$ cat src/rtl/vid_capture.sv
// Video capture engine: samples RGB444 video, decimates 2:1 in X and Y, packs RGB332 bytes into
// 32-bit framebuffer writes. Define VID_CAPTURE_DITHER_EN to add ordered dither before truncation.
module vid_capture #(
    parameter int unsigned H_OUT      = 320,
    parameter int unsigned V_OUT      = 200,
    parameter int unsigned FIFO_DEPTH = 4
) (
    input  logic        clk,
    input  logic        rst,
    input  logic [11:0] vin_data,
    input  logic        vin_hsync,
    input  logic        vin_vsync,
    input  logic        vin_de,
    output logic [13:0] fb_addr,
    output logic [31:0] fb_wdata,
    output logic [3:0]  fb_wmsk,
    output logic        fb_we,
    input  logic        fb_rdy,
    input  logic        wb_addr,
    output logic [31:0] wb_rdata,
    input  logic [31:0] wb_wdata,
    input  logic        wb_we,
    input  logic        wb_cyc,
    output logic        wb_ack
);
    localparam int unsigned PtrW = $clog2(FIFO_DEPTH);
    localparam int unsigned CntW = PtrW + 1;
    localparam logic [9:0] HOut = 10'(H_OUT);
    localparam logic [9:0] VOut = 10'(V_OUT);
    localparam logic [9:0] VOutLast = 10'(V_OUT - 1);
    localparam logic [CntW-1:0] FifoFull = CntW'(FIFO_DEPTH);

    typedef enum logic [1:0] {StIdle, StWaitVs, StCapture, StDrain} state_e;

    state_e state_q, state_d;
    logic count_frame_q, count_frame_d;
    logic [11:0] vin_data_q;
    logic vsync_q, vsync_qq, de_q, de_qq;
    logic [10:0] x_cnt_q, line_cnt_q, y_q, y_cur;
    logic [1:0] byte_idx_q;
    logic [23:0] word_acc_q;
    logic [31:0] word_q;
    logic word_done_q;
    logic [13:0] wr_addr_q;
    logic enable_q, arm_q, ovf_q;
    logic [15:0] frame_cnt_q;
    logic [45:0] fifo_mem [FIFO_DEPTH];
    logic [PtrW-1:0] rd_ptr_q, wr_ptr_q;
    logic [CntW-1:0] count_q;

    logic vs_fall, de_rise, de_fall, run, in_capture, capture_start, abort;
    logic line_kept, last_line, pix_keep, pop, full, push_ok, drop, drain_empty;
    logic frame_done, wb_req, wb_wr, busy;
    logic [3:0] r_adj, g_adj, b_adj;
    logic [7:0] pix_byte;
    logic [31:0] rd_val;

    assign vs_fall       = vsync_qq & ~vsync_q;
    assign de_rise       = de_q & ~de_qq;
    assign de_fall       = de_qq & ~de_q;
    assign run           = enable_q | arm_q;
    assign in_capture    = (state_q == StCapture);
    assign capture_start = vs_fall & ((state_q == StWaitVs) | in_capture);
    assign abort         = in_capture & ~run;
    // The first pixel of a line arrives together with the DE rising edge.
    assign y_cur         = de_rise ? line_cnt_q : y_q;
    assign line_kept     = ~y_cur[0] && (y_cur[10:1] < VOut);
    assign last_line     = ~y_q[0] && (y_q[10:1] == VOutLast);
    assign pix_keep      = in_capture && run && de_q && line_kept && ~x_cnt_q[0]
                           && (x_cnt_q[10:1] < HOut);

`ifdef VID_CAPTURE_DITHER_EN
    logic dith;
    logic [4:0] r_sum, g_sum, b_sum;
    assign dith  = x_cnt_q[1] ^ y_cur[1];
    assign r_sum = {1'b0, vin_data_q[11:8]} + {4'b0, dith};
    assign g_sum = {1'b0, vin_data_q[7:4]} + {4'b0, dith};
    assign b_sum = {1'b0, vin_data_q[3:0]} + {3'b0, dith, 1'b0};
    assign r_adj = r_sum[4] ? 4'hf : r_sum[3:0];
    assign g_adj = g_sum[4] ? 4'hf : g_sum[3:0];
    assign b_adj = b_sum[4] ? 4'hf : b_sum[3:0];
`else
    assign r_adj = vin_data_q[11:8];
    assign g_adj = vin_data_q[7:4];
    assign b_adj = vin_data_q[3:0];
`endif
    assign pix_byte = {r_adj[3:1], g_adj[3:1], b_adj[3:2]};

    assign pop         = fb_we & fb_rdy;
    assign full        = (count_q == FifoFull);
    assign push_ok     = word_done_q & (~full | pop);
    assign drop        = word_done_q & full & ~pop;
    assign drain_empty = (count_q == '0) & ~word_done_q;
    assign frame_done  = (state_q == StDrain) & drain_empty & count_frame_q;
    assign fb_we       = (count_q != '0);
    assign fb_addr     = fb_we ? fifo_mem[rd_ptr_q][45:32] : 14'h0;
    assign fb_wdata    = fb_we ? fifo_mem[rd_ptr_q][31:0] : 32'h0;
    assign fb_wmsk     = 4'hf;
    assign busy        = (state_q != StIdle);
    assign wb_req      = wb_cyc & ~wb_ack;
    assign wb_wr       = wb_req & wb_we & ~wb_addr;
    assign rd_val      = wb_addr ? {16'h0, frame_cnt_q}
                                 : {22'h0, ovf_q, busy, 6'h0, arm_q, enable_q};

    logic unused_bits;
    assign unused_bits = ^{vin_hsync, wb_wdata[31:10], wb_wdata[8:2], r_adj[0], g_adj[0],
                           b_adj[1:0]};

    always_comb begin
        state_d       = state_q;
        count_frame_d = count_frame_q;
        unique case (state_q)
            StIdle:   if (run) state_d = StWaitVs;
            StWaitVs: begin
                if (!run) state_d = StIdle;
                else if (vs_fall) state_d = StCapture;
            end
            StCapture: begin
                if (!run) begin
                    state_d       = StDrain;
                    count_frame_d = 1'b0;
                end else if (de_fall && last_line && !vs_fall) begin
                    state_d       = StDrain;
                    count_frame_d = 1'b1;
                end
            end
            StDrain: begin
                if (drain_empty) begin
                    state_d = (enable_q | (arm_q & ~count_frame_q)) ? StWaitVs : StIdle;
                end
            end
            default: state_d = StIdle;
        endcase
    end

    always_ff @(posedge clk) begin
        if (rst) begin
            state_q       <= StIdle;
            count_frame_q <= 1'b0;
            vin_data_q    <= 12'h0;
            vsync_q       <= 1'b1;
            vsync_qq      <= 1'b1;
            de_q          <= 1'b0;
            de_qq         <= 1'b0;
            x_cnt_q       <= '0;
            line_cnt_q    <= '0;
            y_q           <= '0;
            byte_idx_q    <= '0;
            word_acc_q    <= '0;
            word_q        <= '0;
            word_done_q   <= 1'b0;
            wr_addr_q     <= '0;
        end else begin
            state_q       <= state_d;
            count_frame_q <= count_frame_d;
            vin_data_q    <= vin_data;
            vsync_q       <= vin_vsync;
            vsync_qq      <= vsync_q;
            de_q          <= vin_de;
            de_qq         <= de_q;
            if (!de_q) x_cnt_q <= '0;
            else if (!(&x_cnt_q)) x_cnt_q <= x_cnt_q + 11'd1;
            if (capture_start) begin
                line_cnt_q <= '0;
                y_q        <= '0;
            end else if (de_rise) begin
                y_q <= line_cnt_q;
                if (!(&line_cnt_q)) line_cnt_q <= line_cnt_q + 11'd1;
            end
            word_done_q <= 1'b0;
            if (capture_start || abort) begin
                byte_idx_q <= '0;
            end else if (pix_keep) begin
                byte_idx_q <= byte_idx_q + 2'd1;
                case (byte_idx_q)
                    2'd0: word_acc_q[7:0]   <= pix_byte;
                    2'd1: word_acc_q[15:8]  <= pix_byte;
                    2'd2: word_acc_q[23:16] <= pix_byte;
                    default: begin
                        word_q      <= {pix_byte, word_acc_q};
                        word_done_q <= 1'b1;
                    end
                endcase
            end
            // A word still in flight at restart keeps the address it was assembled for.
            if (capture_start) wr_addr_q <= '0;
            else if (word_done_q) wr_addr_q <= wr_addr_q + 14'd1;
        end
    end

    always_ff @(posedge clk) begin
        if (push_ok) fifo_mem[wr_ptr_q] <= {wr_addr_q, word_q};
    end

    always_ff @(posedge clk) begin
        if (rst) begin
            rd_ptr_q <= '0;
            wr_ptr_q <= '0;
            count_q  <= '0;
        end else begin
            if (pop) rd_ptr_q <= rd_ptr_q + PtrW'(1);
            if (push_ok) wr_ptr_q <= wr_ptr_q + PtrW'(1);
            if (push_ok && !pop) count_q <= count_q + CntW'(1);
            else if (!push_ok && pop) count_q <= count_q - CntW'(1);
        end
    end

    always_ff @(posedge clk) begin
        if (rst) begin
            enable_q    <= 1'b0;
            arm_q       <= 1'b0;
            ovf_q       <= 1'b0;
            frame_cnt_q <= 16'h0;
            wb_ack      <= 1'b0;
            wb_rdata    <= 32'h0;
        end else begin
            wb_ack   <= wb_req;
            wb_rdata <= wb_req ? rd_val : 32'h0;
            if (drop) ovf_q <= 1'b1;
            if (frame_done) begin
                frame_cnt_q <= frame_cnt_q + 16'd1;
                arm_q       <= 1'b0;
            end
            // Register writes come last so they win over hardware updates.
            if (wb_wr) begin
                enable_q <= wb_wdata[0];
                arm_q    <= wb_wdata[1];
                if (wb_wdata[9]) ovf_q <= 1'b0;
            end
        end
    end
endmodule

$ cat config.mk
export PLATFORM = sky130hd
export DESIGN_NAME = vid_capture
export DESIGN_NICKNAME = d
export VERILOG_FILES = /design/src/rtl/vid_capture.sv
export SDC_FILE = /design/constraint.sdc
export NUM_CORES = 1
export LEC_CHECK = 0
export ABC_AREA = 1
export CORE_AREA = 4 4 137 238
export CTS_BUF_LIST = sky130_fd_sc_hd__clkbuf_2
export CTS_CLUSTER_SIZE = 12
export DETAILED_ROUTE_END_ITERATION = 7
export DIE_AREA = 0 0 141 242
export PLACE_DENSITY = 0.78
export SLEW_MARGIN = 20
export SYNTH_ARGS = -nofsm -noshare
export SYNTH_HDL_FRONTEND = slang
export SYNTH_SLANG_ARGS = --single-unit
$ cat constraint.sdc
create_clock -name clk -period 5.3 [get_ports clk]
set_clock_uncertainty 0.15 [all_clocks]
set_input_delay 1.06 -clock clk [delete_from_list [all_inputs] [get_ports clk]]
set_output_delay 1.06 -clock clk [all_outputs]
set_load 0.03 [all_outputs]
==> results of run 1 <==
## layout make-up
class / count / area share, %
tap: 391 / 3.06
multi-input combinational: 960 / 28.4
inverter: 132 / 3.10
timing repair buffer: 94 / 6.05
clock inverter: 25 / 0.806
clock buffer: 105 / 3.29
antenna: 1 / 0.0156
sequential: 350 / 55.3
## worst min-delay path, cell delays in order, from the launching register on
cell,delay [ns]
sky130_fd_sc_hd__dfxtp_1,0.31
sky130_fd_sc_hd__inv_1,0.05
sky130_fd_sc_hd__a21oi_1,0.06
## state kept, by name, indices dropped and copies added, names as in the netlist, 3 cells and up, named ones only
register	cells
word_q	32
word_acc_q	24
vin_data_q	8
y_q	11
wb_rdata	16
line_cnt_q	11
fifo_mem	184
wr_addr_q	14
frame_cnt_q	16
x_cnt_q	11
count_q	3
## cells by family after synthesis
group / Yosys count
compound gates: 269
xor+xnor: 15
fa+ha+maj: 19
buf+inv: 218
flops: 350
other cells: 2
simple gates: 637
## cell usage in the layout, fill, tap and decap left out, types with 7 or more instances in the layout
cell type                         netlist  routed
sky130_fd_sc_hd__a21oi_1              134     134
sky130_fd_sc_hd__nor2_1               320     314
sky130_fd_sc_hd__clkbuf_2               0     105
sky130_fd_sc_hd__ha_1                  18      18
sky130_fd_sc_hd__buf_4                 23       7
sky130_fd_sc_hd__o21ai_0              129     129
sky130_fd_sc_hd__inv_1                127     126
sky130_fd_sc_hd__nand3_1               42      42
sky130_fd_sc_hd__nand2_1              198     198
sky130_fd_sc_hd__nand4_1               41      41
sky130_fd_sc_hd__edfxtp_1             184     184
sky130_fd_sc_hd__conb_1                 2      20
sky130_fd_sc_hd__dfxtp_1              166     165
sky130_fd_sc_hd__clkdlybuf4s50_1        0      81
sky130_fd_sc_hd__clkinv_1               2      21
sky130_fd_sc_hd__nor3_1                21      21
sky130_fd_sc_hd__xor2_1                10      10
## final timing paths
kind,startpoint,end,slack [ns],depth (start not counted)
worst min register to register,rd_ptr_q[1],rd_ptr_q[1],0.32,2
worst max register to register,count_q[0],count_q[2],2.06,13
worst min-delay path,rd_ptr_q[1],rd_ptr_q[1],0.32,2
worst max-delay path,flip-flop,fb_wdata[24],0.55,6
## per-stage QoR
| stage | util, % | total power [mW] | cells | setup slack (ns) | area, sq um |
|---|---|---|---|---|---|
| global placement | 50.1 | 4.61 | 1927 | 1.54 | 15300 |
| global route | 52.2 | 6.39 | 2058 | 0.326 | 16000 |
| CTS | 52.2 | 6.18 | 2057 | 0.493 | 16000 |
| detailed placement | 50.1 | 4.64 | 1927 | 1.51 | 15300 |
| finish | 52.2 | 6.12 | 2058 | 0.545 | 16000 |
| floorplan | - | 3.97 | 1528 | 1.39 | 14300 |
## power by group through the flow
| stage | clock network [mW] | registers [mW] | logic, mW |
|---|---|---|---|
| finish | 1.55 | 2.89 | 1.68 |
| global placement | 0 | 2.95 | 1.66 |
| floorplan | 0 | 2.94 | 1.03 |
| CTS | 1.59 | 2.89 | 1.69 |
| detailed placement | 0 | 2.95 | 1.69 |
| global route | 1.71 | 2.90 | 1.78 |
## layer usage
layer / track usage, % / vias up
li1: - / 5227
met1: 17.8 / 4922
met2: 33.3 / 359
met3: 3.46 / 92
met4: 10.9 / 0
met5: 0 / -
==> results, run 1 <==
- Wires add up to 31100 um.
- The longest clock path from root to sink contains 3 buffers.
- For this run, the post-layout net count is 1682.
- STA puts the critical path data arrival time at 3.54 ns.
- The power density over the cells is around 380 nW/um^2.
- In the routed design, unresolved DRC markers number 0.
- The library cell contributing the largest single delay on the critical path is sky130_fd_sc_hd__buf_4.
- The final max-slew violation count is 0.
- On the worst path, the slowest cell contributes a delay of 0.76 ns.
- The met1 routed wirelength after detailed routing is about 11000 um.
- The max-cap check violation count is 0.
- Summed over all layers, the global routing overflow is 0.
- The count of yosys warnings during synthesis is 0.
- between 100 and 150 I/O pins were placed.
- Registers take 8850 sq um.
- The synthesis-stage register bit count is 350.
- The sequential-to-total area share from yosys stat is ~62%.
- The number of sinks handled by clock tree synthesis is 350.
- Measured against its own limit, the worst slew margin works out to a little over a quarter.
- The total of hold buffers inserted after clock tree synthesis is 0.
- The post-synthesis mux area share is 0%.
- The most used flip-flop cell after synthesis is sky130_fd_sc_hd__edfxtp_1.
- The share of power burned in the clock network is 25.3%.
- In the final layout, the share of cells above drive strength 1 is 8.82%.
- At the later pin of the worst-skew pair, clock insertion delay measures 0.87 ns.
- The number of antenna violations at the first check in global routing came to 1.
- Setup total negative slack on the finished layout was measured at 0 ns.
- The cell-internal power is 3.99 mW.
- The worst path in the final design needs a cycle of 4.75 ns, including I/O delays and setup.
- The number of buffers and inverters on the critical path is 2.
- The layout overhead on the synthesized area is 12.5%.
- Setup repair after global routing left no endpoint under its margin.
- The average cell area after synthesis is about 9.4 sq um.
- sky130_fd_sc_hd__edfxtp_1 takes more of the synthesized area than any other cell.
- The horizontal die dimension is 141 um.
- Static timing analysis puts the maximum clock frequency at 210 MHz.
- In this run, flip-flops and latches consume 47.2% of the power.
- The global-route usage over all layers is 17.8%.
- The post-cts resize count is 0.
- The number of nets with antenna violations after detailed routing is 0.
- The top cell type by area accounts for 38.8% of the synthesized area.
- For this design the total switching power over the nets is 2.14 mW.
- The maximum net fanout on the critical path is 92.
- The combinational power share is 27.5%.
- The total length of routed met3 wires is 1690 um.
- For the pin with the worst max-slew slack, the measured transition is 1.09 ns.
- The area of the core is 30600 sq um.
- The via count of the first global-routing pass is 10500.
- The worst-case hold slack is 0.320 ns.
- The per-cell via count in the routed design is 5.15.
- The post-synthesis compound-gate area fraction is 9.54%.
- The share of the synthesized netlist area taken by xor and xnor gates is 0.924%.
- The pre-antenna-repair detailed-routing pass consisted of 5 iterations.
- Routed signal wires occupy layers up through met4.
- The signal on the critical path passes through buf_4 -> nor2_1 -> nor2_1 -> o21ai_0 -> a21oi_1 -> clkdlybuf4s50_1.
- The clock tree synthesis step divided the H-tree into 3 levels.
- After synthesis, the netlist uses 38 different library cells.
- The synthesized netlist occupies a cell area of around 14000 sq um.
- Summing the areas of all and, or, nand and nor instances in the mapped netlist gives 18.9% of the synthesized area.
- In this run, synthesis inferred 184 flip-flops with an integrated enable.
- The most used cell along the critical path is sky130_fd_sc_hd__nor2_1.
- After technology mapping, the gate count stands at 1510.
- The multi-input combinational cells in the finished layout cover a total of around 4500 sq um.
- In the post-synthesis netlist, the biggest area contributors are sky130_fd_sc_hd__edfxtp_1 39%, sky130_fd_sc_hd__dfxtp_1 23%, sky130_fd_sc_hd__nor2_1 8.4%, sky130_fd_sc_hd__nand2_1 5.2%, sky130_fd_sc_hd__a21oi_1 4.7%.
- The worst min-delay path class is reg2reg.
- The leakage dissipation is 5.91 nW.
- After clock tree synthesis, the clock-pin slew on the worst setup and hold paths is 0.10 ns.
- Entering global routing, the biggest net connects 93 pins.
- The kind of start point of the critical path is a flip-flop.
- Setup violations remaining at the end of the flow were counted as 0.
- Clock tree synthesis selected as its root buffer the cell sky130_fd_sc_hd__clkbuf_2.
- After Yosys synthesis, full adders, half adders and majority gates account for 1.72% of the synthesized area.
- The number of violations reported at the end of detailed-routing iteration 0 is 684.
- In this run the tool buffered the top-level ports with 82 buffer cells.
- Buffers added to address setup during post-CTS repair amount to 0.
- Of all flip-flops after synthesis, the portion carrying an async set or reset was 0%.
- After detailed routing, the met2 layer carries roughly 17000 um of wire.
- The effective utilization at floorplan is 46.4%.
- VDD sags by at most 0.000207 V.
- The category of the critical setup timing path is reg2out.
- The final HPWL from detailed placement is between 15000 and 20000 um.
- STA classifies the critical path endpoint as an output pin.
- The share of the cycle needed by the critical path after routing is 89.7%.
- The gate family responsible for the most delay along the worst path is buffers and inverters.
- The die outline area is 34100 sq um.
- The total via count after detailed routing is around 11000.
- At the end of routability-driven placement, the weighted congestion stood at between 0.8 and 0.9.
- By count the netlist is led by 320 x sky130_fd_sc_hd__nor2_1, 198 x sky130_fd_sc_hd__nand2_1, 184 x sky130_fd_sc_hd__edfxtp_1.
- In this run the vertical extent of the chip is 242 um.
- The required time of the critical path is approximately 4.1 ns.
- In this run the core area contains 85 standard-cell rows.
- The average wire per standard cell is 15.1 um.
- The total CTS buffers is slightly above 70.
- TritonCTS built the clock tree.
- The switching power share of the total is 34.9%.
- The run finished with clean final reports.
- After synthesis, the largest family of logic cells by area is simple AND/OR/NAND/NOR gates.
- The count of fill cells added during filler insertion is 2663.
- The number of hold violations in the final report came to 0.
- In the post-synthesis netlist, the cell with the most instances is sky130_fd_sc_hd__nor2_1.
- The global-route wire length before repair is 49500 um.
Note: power is estimated with default switching activity, not from simulation.
==> run 2: changes to the inputs <==
--- a/config.mk
+++ b/config.mk
@@ -6,6 +6,7 @@
 export NUM_CORES = 1
 export LEC_CHECK = 0
 export ABC_AREA = 1
+export CAP_MARGIN = 5
 export CORE_AREA = 4 4 137 238
 export CTS_BUF_LIST = sky130_fd_sc_hd__clkbuf_2
 export CTS_CLUSTER_SIZE = 12
==> constraint.sdc (replaced) <==
create_clock -name clk -period 5.9 [get_ports clk]
set_clock_uncertainty 0.15 [all_clocks]
set_input_delay 1.18 -clock clk [delete_from_list [all_inputs] [get_ports clk]]
set_output_delay 1.18 -clock clk [all_outputs]
set_load 0.03 [all_outputs]
==> run 2 against run 1 <==
Against the previous run:
- worst hold slack worse by 0.018 ns
- design area shrank 0.23%
- largest cell class unchanged
- critical path depth unchanged
==> results, run 2 (synthesized netlist as in run 1, its figures left out) <==
- The run finished with clean final reports.
- The detailed router finished its first iteration with 615 violations.
- The sum of negative setup slack is 0 ns.
- The data arrival time of the critical path is about 3.6 ns.
- The path with the worst hold slack has its endpoint at vsync_qq.
- After global routing the overflow that remains totals 0.
- The pre-antenna-repair detailed-routing pass consisted of 7 iterations.
- The min-delay analysis places its worst path in the category reg2reg.
- The final layout contains routed wiring with a total length of ~31000 um.
- The reg-to-reg critical path startpoint is count_q[0].
- The share of post-route cells with drive strength above 1 is 8.76%.
- In the layout the commonest cells are 314 x sky130_fd_sc_hd__nor2_1, 198 x sky130_fd_sc_hd__nand2_1, 184 x sky130_fd_sc_hd__edfxtp_1, 165 x sky130_fd_sc_hd__dfxtp_1, 134 x sky130_fd_sc_hd__a21oi_1.
- The gate family responsible for the most delay along the worst path is buffers and inverters.
- The kind of start point of the critical path is a flip-flop.
- The library cell used most frequently in the layout, excluding fill and tap cells, is sky130_fd_sc_hd__nor2_1.
- For this run, the slowest stage of the critical path takes 0.76 ns.
- The worst setup path is captured at an output pin.
- The area of the core is about 31000 sq um.
- The startpoint of the most critical hold path is vsync_q.
- The register ranked first by flip-flop count is fifo_mem.
- The relative slew slack is 28.0%.
- Along the worst hold path, the cell count comes to 2.
- In this run the clock root is driven by a sky130_fd_sc_hd__clkbuf_2.
- The final number of setup-violating endpoints is 0.
- The number of buffers between clock root and the deepest sink is 3.
- For the worst setup path, the data required time is 4.57 ns.
- Entering global routing, the biggest net connects 93 pins.
- The via count of the first global-routing pass is roughly 10000.
- The global-route wire length before repair is 50200 um.
- The setup fix buffers added after clock tree synthesis is 0.
- The total CTS buffers is 71.
- After detailed routing, the average wire length per cell comes to 15.3 um.
- Setup repair after global routing left no endpoint under its margin.
- Across the run, the number of max-cap violations was 0.
- The worst path uses 83.1% of the clock period.
- The maximum net fanout on the critical path is 92.
- The minimum clock period after layout is 4.90 ns.
- The per-cell via count in the routed design is 5.18.
- The total via count after detailed routing is 10700.
- For the pin with the worst max-slew slack, the measured transition is 1.08 ns.
- The top-level port count is 137.
- Counting every sink on the clock net gives 350.
- The net count reported at finish is 1681.
- The layout has 2729 filler cells.
- The worst ir drop on vdd is 0.000215 V.
- Walking the worst path, the cells encountered are buf_4 -> nor2_1 -> nor2_1 -> o21ai_0 -> a21oi_1 -> clkdlybuf4s50_1.
- The number of nets with antenna violations after detailed routing is 0.
- The effective utilization at floorplan is a little under half.
- The number of hold violations in the final report is 0.
- Relative to the synthesized area, the layout overhead comes to 12.2%.
- Among the stages of the critical path, the cell type that occurs most often is sky130_fd_sc_hd__nor2_1.
- The final max-slew violation count is 0.
- The slowest stage of the critical path belongs to the cell sky130_fd_sc_hd__buf_4.
- The reg-to-reg critical path endpoint is frame_cnt_q[10].
- The die outline area is 34100 sq um.
- The H-tree level count is 3.
- The later pin in the worst-skew pair is clocked with a latency of 0.87 ns.
- The flip-flop count of the largest register, all copies and words added is 184.
- The power density over the cells is approximately 350 nW/um^2.
- The category of the critical setup timing path is reg2out.
- Clock-pin slew was measured on the worst setup and hold paths at 0.11 ns.
- The remaining design rule violation count is 0.
- Derived from the worst setup path, the maximum achievable clock frequency is between 200 and 250 MHz.
- The internal reg-to-reg setup slack is around 2.7 ns.
- The die span in y is 242 um.
- The number of antenna violations at the first check in global routing is 1.
- Port buffering added 82 buffers.
- TritonCTS built the clock tree.
- The path depth of the worst reg2reg path is 10.
- After clock tree synthesis, the repair step resized 0 gates.
- The horizontal die dimension is 141 um.
- The congestion estimate from routability-driven global placement came to 0.857.
- Total power for the finished layout comes to around 5.5 mW.
- After floorplanning, the core was divided into 85 placement rows.
- In this run the static leakage power is 5.90 nW.
- In the final layout, the registers with the most flip-flops are fifo_mem (184), word_q (32), word_acc_q (24).
- The buffering stage count on the worst path with inverters included is 2.
- The final HPWL from detailed placement is 19400 um.
- Global routing used 18.2% of the available tracks across all layers.
- Buffers inserted to repair hold after CTS numbered 0.
-- run 2: metrics by stage --
step | hold slack [ns] | area [sq um] | setup WS (ns) | utilization (%) | instances
CTS | 0.301 | 16000 | 0.939 | 52.1 | 2057
global placement | 0.298 | 15300 | 1.89 | 49.9 | 1927
detailed placement | 0.310 | 15300 | 1.84 | 49.9 | 1927
floorplan | 0.262 | 14300 | 1.87 | - | 1528
global route | 0.330 | 16000 | 0.823 | 52.1 | 2058
finish | 0.301 | 16000 | 0.997 | 52.1 | 2058
-- run 2: layout make-up --
type                            count  area, sq um  area share (%)
Inverter                          132          495            3.10
Antenna cell                        1         2.50          0.0157
Timing Repair Buffer               94          906            5.68
Sequential cell                   350         8850            55.5
Clock inverter                     30          179            1.12
Clock buffer                      100          500            3.14
Tap cell                          391          489            3.07
Multi-Input combinational cell    960         4540            28.4
-- run 2: worst register-to-register path, cell delays in order, from the launching register on --
cell                       delay [ns]
sky130_fd_sc_hd__dfxtp_1         0.34
sky130_fd_sc_hd__inv_1           0.10
sky130_fd_sc_hd__nand2_1         0.09
sky130_fd_sc_hd__nor2_4          0.58
sky130_fd_sc_hd__buf_4           0.49
sky130_fd_sc_hd__nand4_1         0.56
sky130_fd_sc_hd__clkinv_1        0.37
sky130_fd_sc_hd__nand3_1         0.16
sky130_fd_sc_hd__inv_1           0.14
sky130_fd_sc_hd__nand2_1         0.06
sky130_fd_sc_hd__a21oi_1         0.14
-- run 2: routing by layer --
layer | global-route usage, % | share of wire, % | vias up
met5 | 0 | 0 | -
met2 | 34.5 | 54 | 360
met3 | 3.79 | 5.5 | 102
met1 | 17.8 | 36 | 4991
li1 | - | - | 5202
met4 | 10.2 | 4.2 | 0
-- run 2: power by group --
part	switching (mW)	total [mW]	internal (mW)	leakage, nW
Sequential	0.0323	2.60	2.57	2.94
Combinational	1.01	1.50	0.488	2.46
Clock	0.875	1.43	0.551	0.499
-- run 2: how the worst max path moves through the flow --
stage / to / slack (ns) / cells past startpoint
floorplan: fifo_mem[0][0] / 1.87 / 4
detailed placement: fifo_mem[0][18] / 1.84 / 6
CTS: fb_wdata[24] / 0.94 / 6
global route: fb_wdata[24] / 0.82 / 6
global placement: fifo_mem[2][12] / 1.89 / 6
finish: fb_wdata[24] / 1.0 / 6
==> run 3: changes to the inputs <==
--- a/config.mk
+++ b/config.mk
@@ -12,7 +12,7 @@
 export CTS_CLUSTER_SIZE = 12
 export DETAILED_ROUTE_END_ITERATION = 7
 export DIE_AREA = 0 0 141 242
-export PLACE_DENSITY = 0.78
+export PLACE_DENSITY = 0.8
 export SLEW_MARGIN = 20
 export SYNTH_ARGS = -nofsm -noshare
 export SYNTH_HDL_FRONTEND = slang
==> constraint.sdc (replaced) <==
create_clock -name clk -period 4.25 [get_ports clk]
set_clock_uncertainty 0.15 [all_clocks]
set_input_delay 0.85 -clock clk [delete_from_list [all_inputs] [get_ports clk]]
set_output_delay 0.85 -clock clk [all_outputs]
set_load 0.03 [all_outputs]
==> run 3 against run 2 <==
Against the previous run:
- via count rose by 0.58%
- worst setup slack lost 0.75 ns
- routed wire length decreased by 1.8%
- design area grew 1.9%
- clock power increased by 38%
- critical endpoint is now fb_addr[13]
- first-iteration DRC count rose by 22%
- flip-flop and latch count unchanged
- combinational power grew 60%
- die area is the same
- cell count is 0.53% higher
- global-route usage shrank 0.37 points
==> results, run 3 (synthesized netlist as in run 1, its figures left out) <==
- The total area inside the core boundary comes to 30600 sq um.
- The per-cell via count in the routed design is between 5 and 6.
- The worst-case hold slack is 0.254 ns.
- The total CTS buffers is 72.
- After the last flow step, the layout net total stands at 1693.
- For the worst-skew pair, the clock arrives at the later sink with an insertion delay of 0.92 ns.
- The number of placed instances, taps included, is 1938.
- The final non-filler cell total is around 2100.
- The global-route wire length before repair is about 50000 um.
- The switching power share of the total is 34.0%.
- By instance count, the cell type seen most on the critical path is sky130_fd_sc_hd__nor2_1.
- The number of rows in the core area is 85.
- In the post-route analysis, the smallest setup slack over all paths is 0.250 ns.
- The number of hold violations in the final report is 0.
- The number of antenna violations at the first check in global routing is 1.
- The total global routing overflow is 0.
- The element type at the critical path end is an output pin.
- The layout overhead on the synthesized area is 14.3%.
- The TritonCTS clock tree is done.
- The maximum achievable frequency is 250 MHz.
- In the layout the commonest cells are 314 x sky130_fd_sc_hd__nor2_1, 198 x sky130_fd_sc_hd__nand2_1, 184 x sky130_fd_sc_hd__edfxtp_1, 165 x sky130_fd_sc_hd__dfxtp_1, 134 x sky130_fd_sc_hd__a21oi_1.
- After clock tree synthesis, the flow added hold-fix buffers numbering 0.
- The H-tree level count is 3.
- For this run, design rule violations remaining after detail routing come to 0.
- Measured along the x axis, the die boundary spans 141 um.
- The required time of the critical path is 3.25 ns.
- The kind of start point of the critical path is a flip-flop.
- Entering global routing, the biggest net connects a little under 60 pins.
- The final wirelength is 30900 um.
- The run finished with clean final reports.
- The register ranked first by flip-flop count is fifo_mem.
- The number of sinks handled by clock tree synthesis is 350.
- Data arrives at the worst endpoint at 3.00 ns.
- The final number of setup-violating endpoints is 0.
- The post-route netlist has 10.8% of its cells at a drive strength greater than 1.
- Summing all multi-input logic gate instances after layout gives 4540 sq um.
- The number of buffers added on ports is around 80.
- The setup fix buffers added after clock tree synthesis is 0.
- After layout, the minimum clock period comes to ~4 ns.
- Summed over all nets, the switching power comes to 2.72 mW.
- In the final layout, the registers with the most flip-flops are fifo_mem (184), word_q (32), word_acc_q (24).
- The final max-slew violation count is 0.
- At the end of routability-driven placement, the weighted congestion stood at 0.847.
- 137 I/O pins were placed.
- The die is 242 um tall.
- The number of violations reported at the end of detailed-routing iteration 0 is between 700 and 800.
- The via count of the first global-routing pass is 10400.
- The slowest stage of the critical path belongs to the cell sky130_fd_sc_hd__clkdlybuf4s50_1.
- The die outline area is 34100 sq um.
- Leaving out fill and tap cells, the most frequent cell in the layout is sky130_fd_sc_hd__nor2_1.
- The register area is between 8000 and 9000 sq um.
- Setup repair after global routing left no endpoint under its margin.
- The clock tree root driver cell is sky130_fd_sc_hd__clkbuf_2.
- In the final routed layout, each cell accounts on average for ~15 um.
- Per report_power, the combinational group accounts for 30.0% of the total.
- Detailed placement finished with a half-perimeter wire length of around 20000 um.
- Adding up every negative setup slack in the final design gives 0 ns.
- After filler insertion, the fill cell instance count of the layout stands at 2608.
- Max-cap violations in this run came to 0.
- VDD sags by at most 0.000341 V.
- The clock slew seen by the registers of the worst setup and hold paths is between 0.1 and 0.15 ns.
- The global-route usage over all layers is 17.8%.
- For the pin with the worst max-slew slack, the measured transition is ~0.73 ns.
- On the worst path, the slowest cell contributes a delay of 0.74 ns.
- The share of the cycle needed by the critical path after routing is 94.1%.
- The number of buffers between clock root and the deepest sink is 3.
- The category of the critical setup timing path is reg2out.
- The path class of the tightest hold or removal check is in2reg.
- The cell-internal power is 5.27 mW.
- Measured against its own limit, the worst slew margin works out to 51.2%.
- For this configuration, the core starts out at a cell density of 46.4%.
- The power density over the cells is between 400 and 500 nW/um^2.
- The maximum net fanout on the critical path is 36.
- The first-pass detailed-route iteration total is 5.
- The share of power burned in the clock network is 24.8%.
- Detailed routing inserted a total of 10700 vias.
- The critical path goes through buf_4 -> nor2_1 -> nor2_1 -> o21ai_0 -> a21oi_1 -> clkdlybuf4s50_1.
- The count of nets left with antenna violations once routing finished came out at 0.
- In this run the static leakage power is 6.07 nW.
- OpenSTA, run right after detailed placement, puts the worst setup slack at 0.805 ns.
- The sequential cell fraction of total power is around 45%.
- The register with the most flip-flops in the layout has 184 of them.
[run 3: worst paths after layout]
| check | to | slack (ns) | startpoint | depth (start not counted) |
|---|---|---|---|---|
| hold reg to reg | fifo_mem[2][15] | 0.31 | word_q[15] | 0 |
| setup reg to reg | word_q[28] | 1.38 | state_q[0] | 9 |
| setup / recovery | fb_addr[13] | 0.25 | flip-flop | 6 |
| hold / removal | word_q[11] | 0.25 | rst | 2 |
[run 3: repair_timing]
action | CTS | global route
resized for setup | 0 | 1
endpoints found under the hold margin | 0 | 0
setup endpoints to repair | 0 | 6
[run 3: power by group through the flow]
stage	combinational [mW]	clock, mW	sequential (mW)
3_5_place_dp	2.42	0	3.68
6_report	2.40	1.98	3.61
2_1_floorplan	1.28	0	3.67
5_1_grt	2.55	2.21	3.61
4_1_cts	2.42	2.04	3.61
3_3_place_gp	2.38	0	3.68
[run 3: metrics by stage]
step | cell area [sq um] | power (mW) | utilization (%)
global placement | 15600 | 6.06 | 50.8
global route | 16300 | 8.38 | 53.1
CTS | 16300 | 8.07 | 53.1
floorplan | 14300 | 4.95 | -
finish | 16300 | 7.99 | 53.1
detailed placement | 15600 | 6.10 | 50.8
[run 3: final cells by class]
class / count / share of cell area, %
Sequential cell: 350 / 54.4
Multi-Input combinational cell: 960 / 27.9
Timing Repair Buffer: 105 / 7.40
Clock buffer: 102 / 3.14
Inverter: 132 / 3.05
Tap cell: 391 / 3.01
Clock inverter: 28 / 1.05
Antenna cell: 1 / 0.0154
[run 3: metal layers]
metal	wire, um	vias to the layer above	share of wire (%)	global-route usage [%]
li1	-	5251	-	-
met1	11400	5037	37	18.8
met2	16500	349	54	32.6
met3	1720	80	5.6	3.69
met4	1230	0	4.0	9.50
met5	0	-	0	0
[run 3: worst max-delay path: cells and delay by family, from the launching register on]
kind | cells | cell delay (ns)
AO/OA/AOI/OAI | 2 | 0.42
buffers and inverters | 2 | 1.12
flip-flops | 1 | 0.38
AND/OR/NAND/NOR | 2 | 0.18
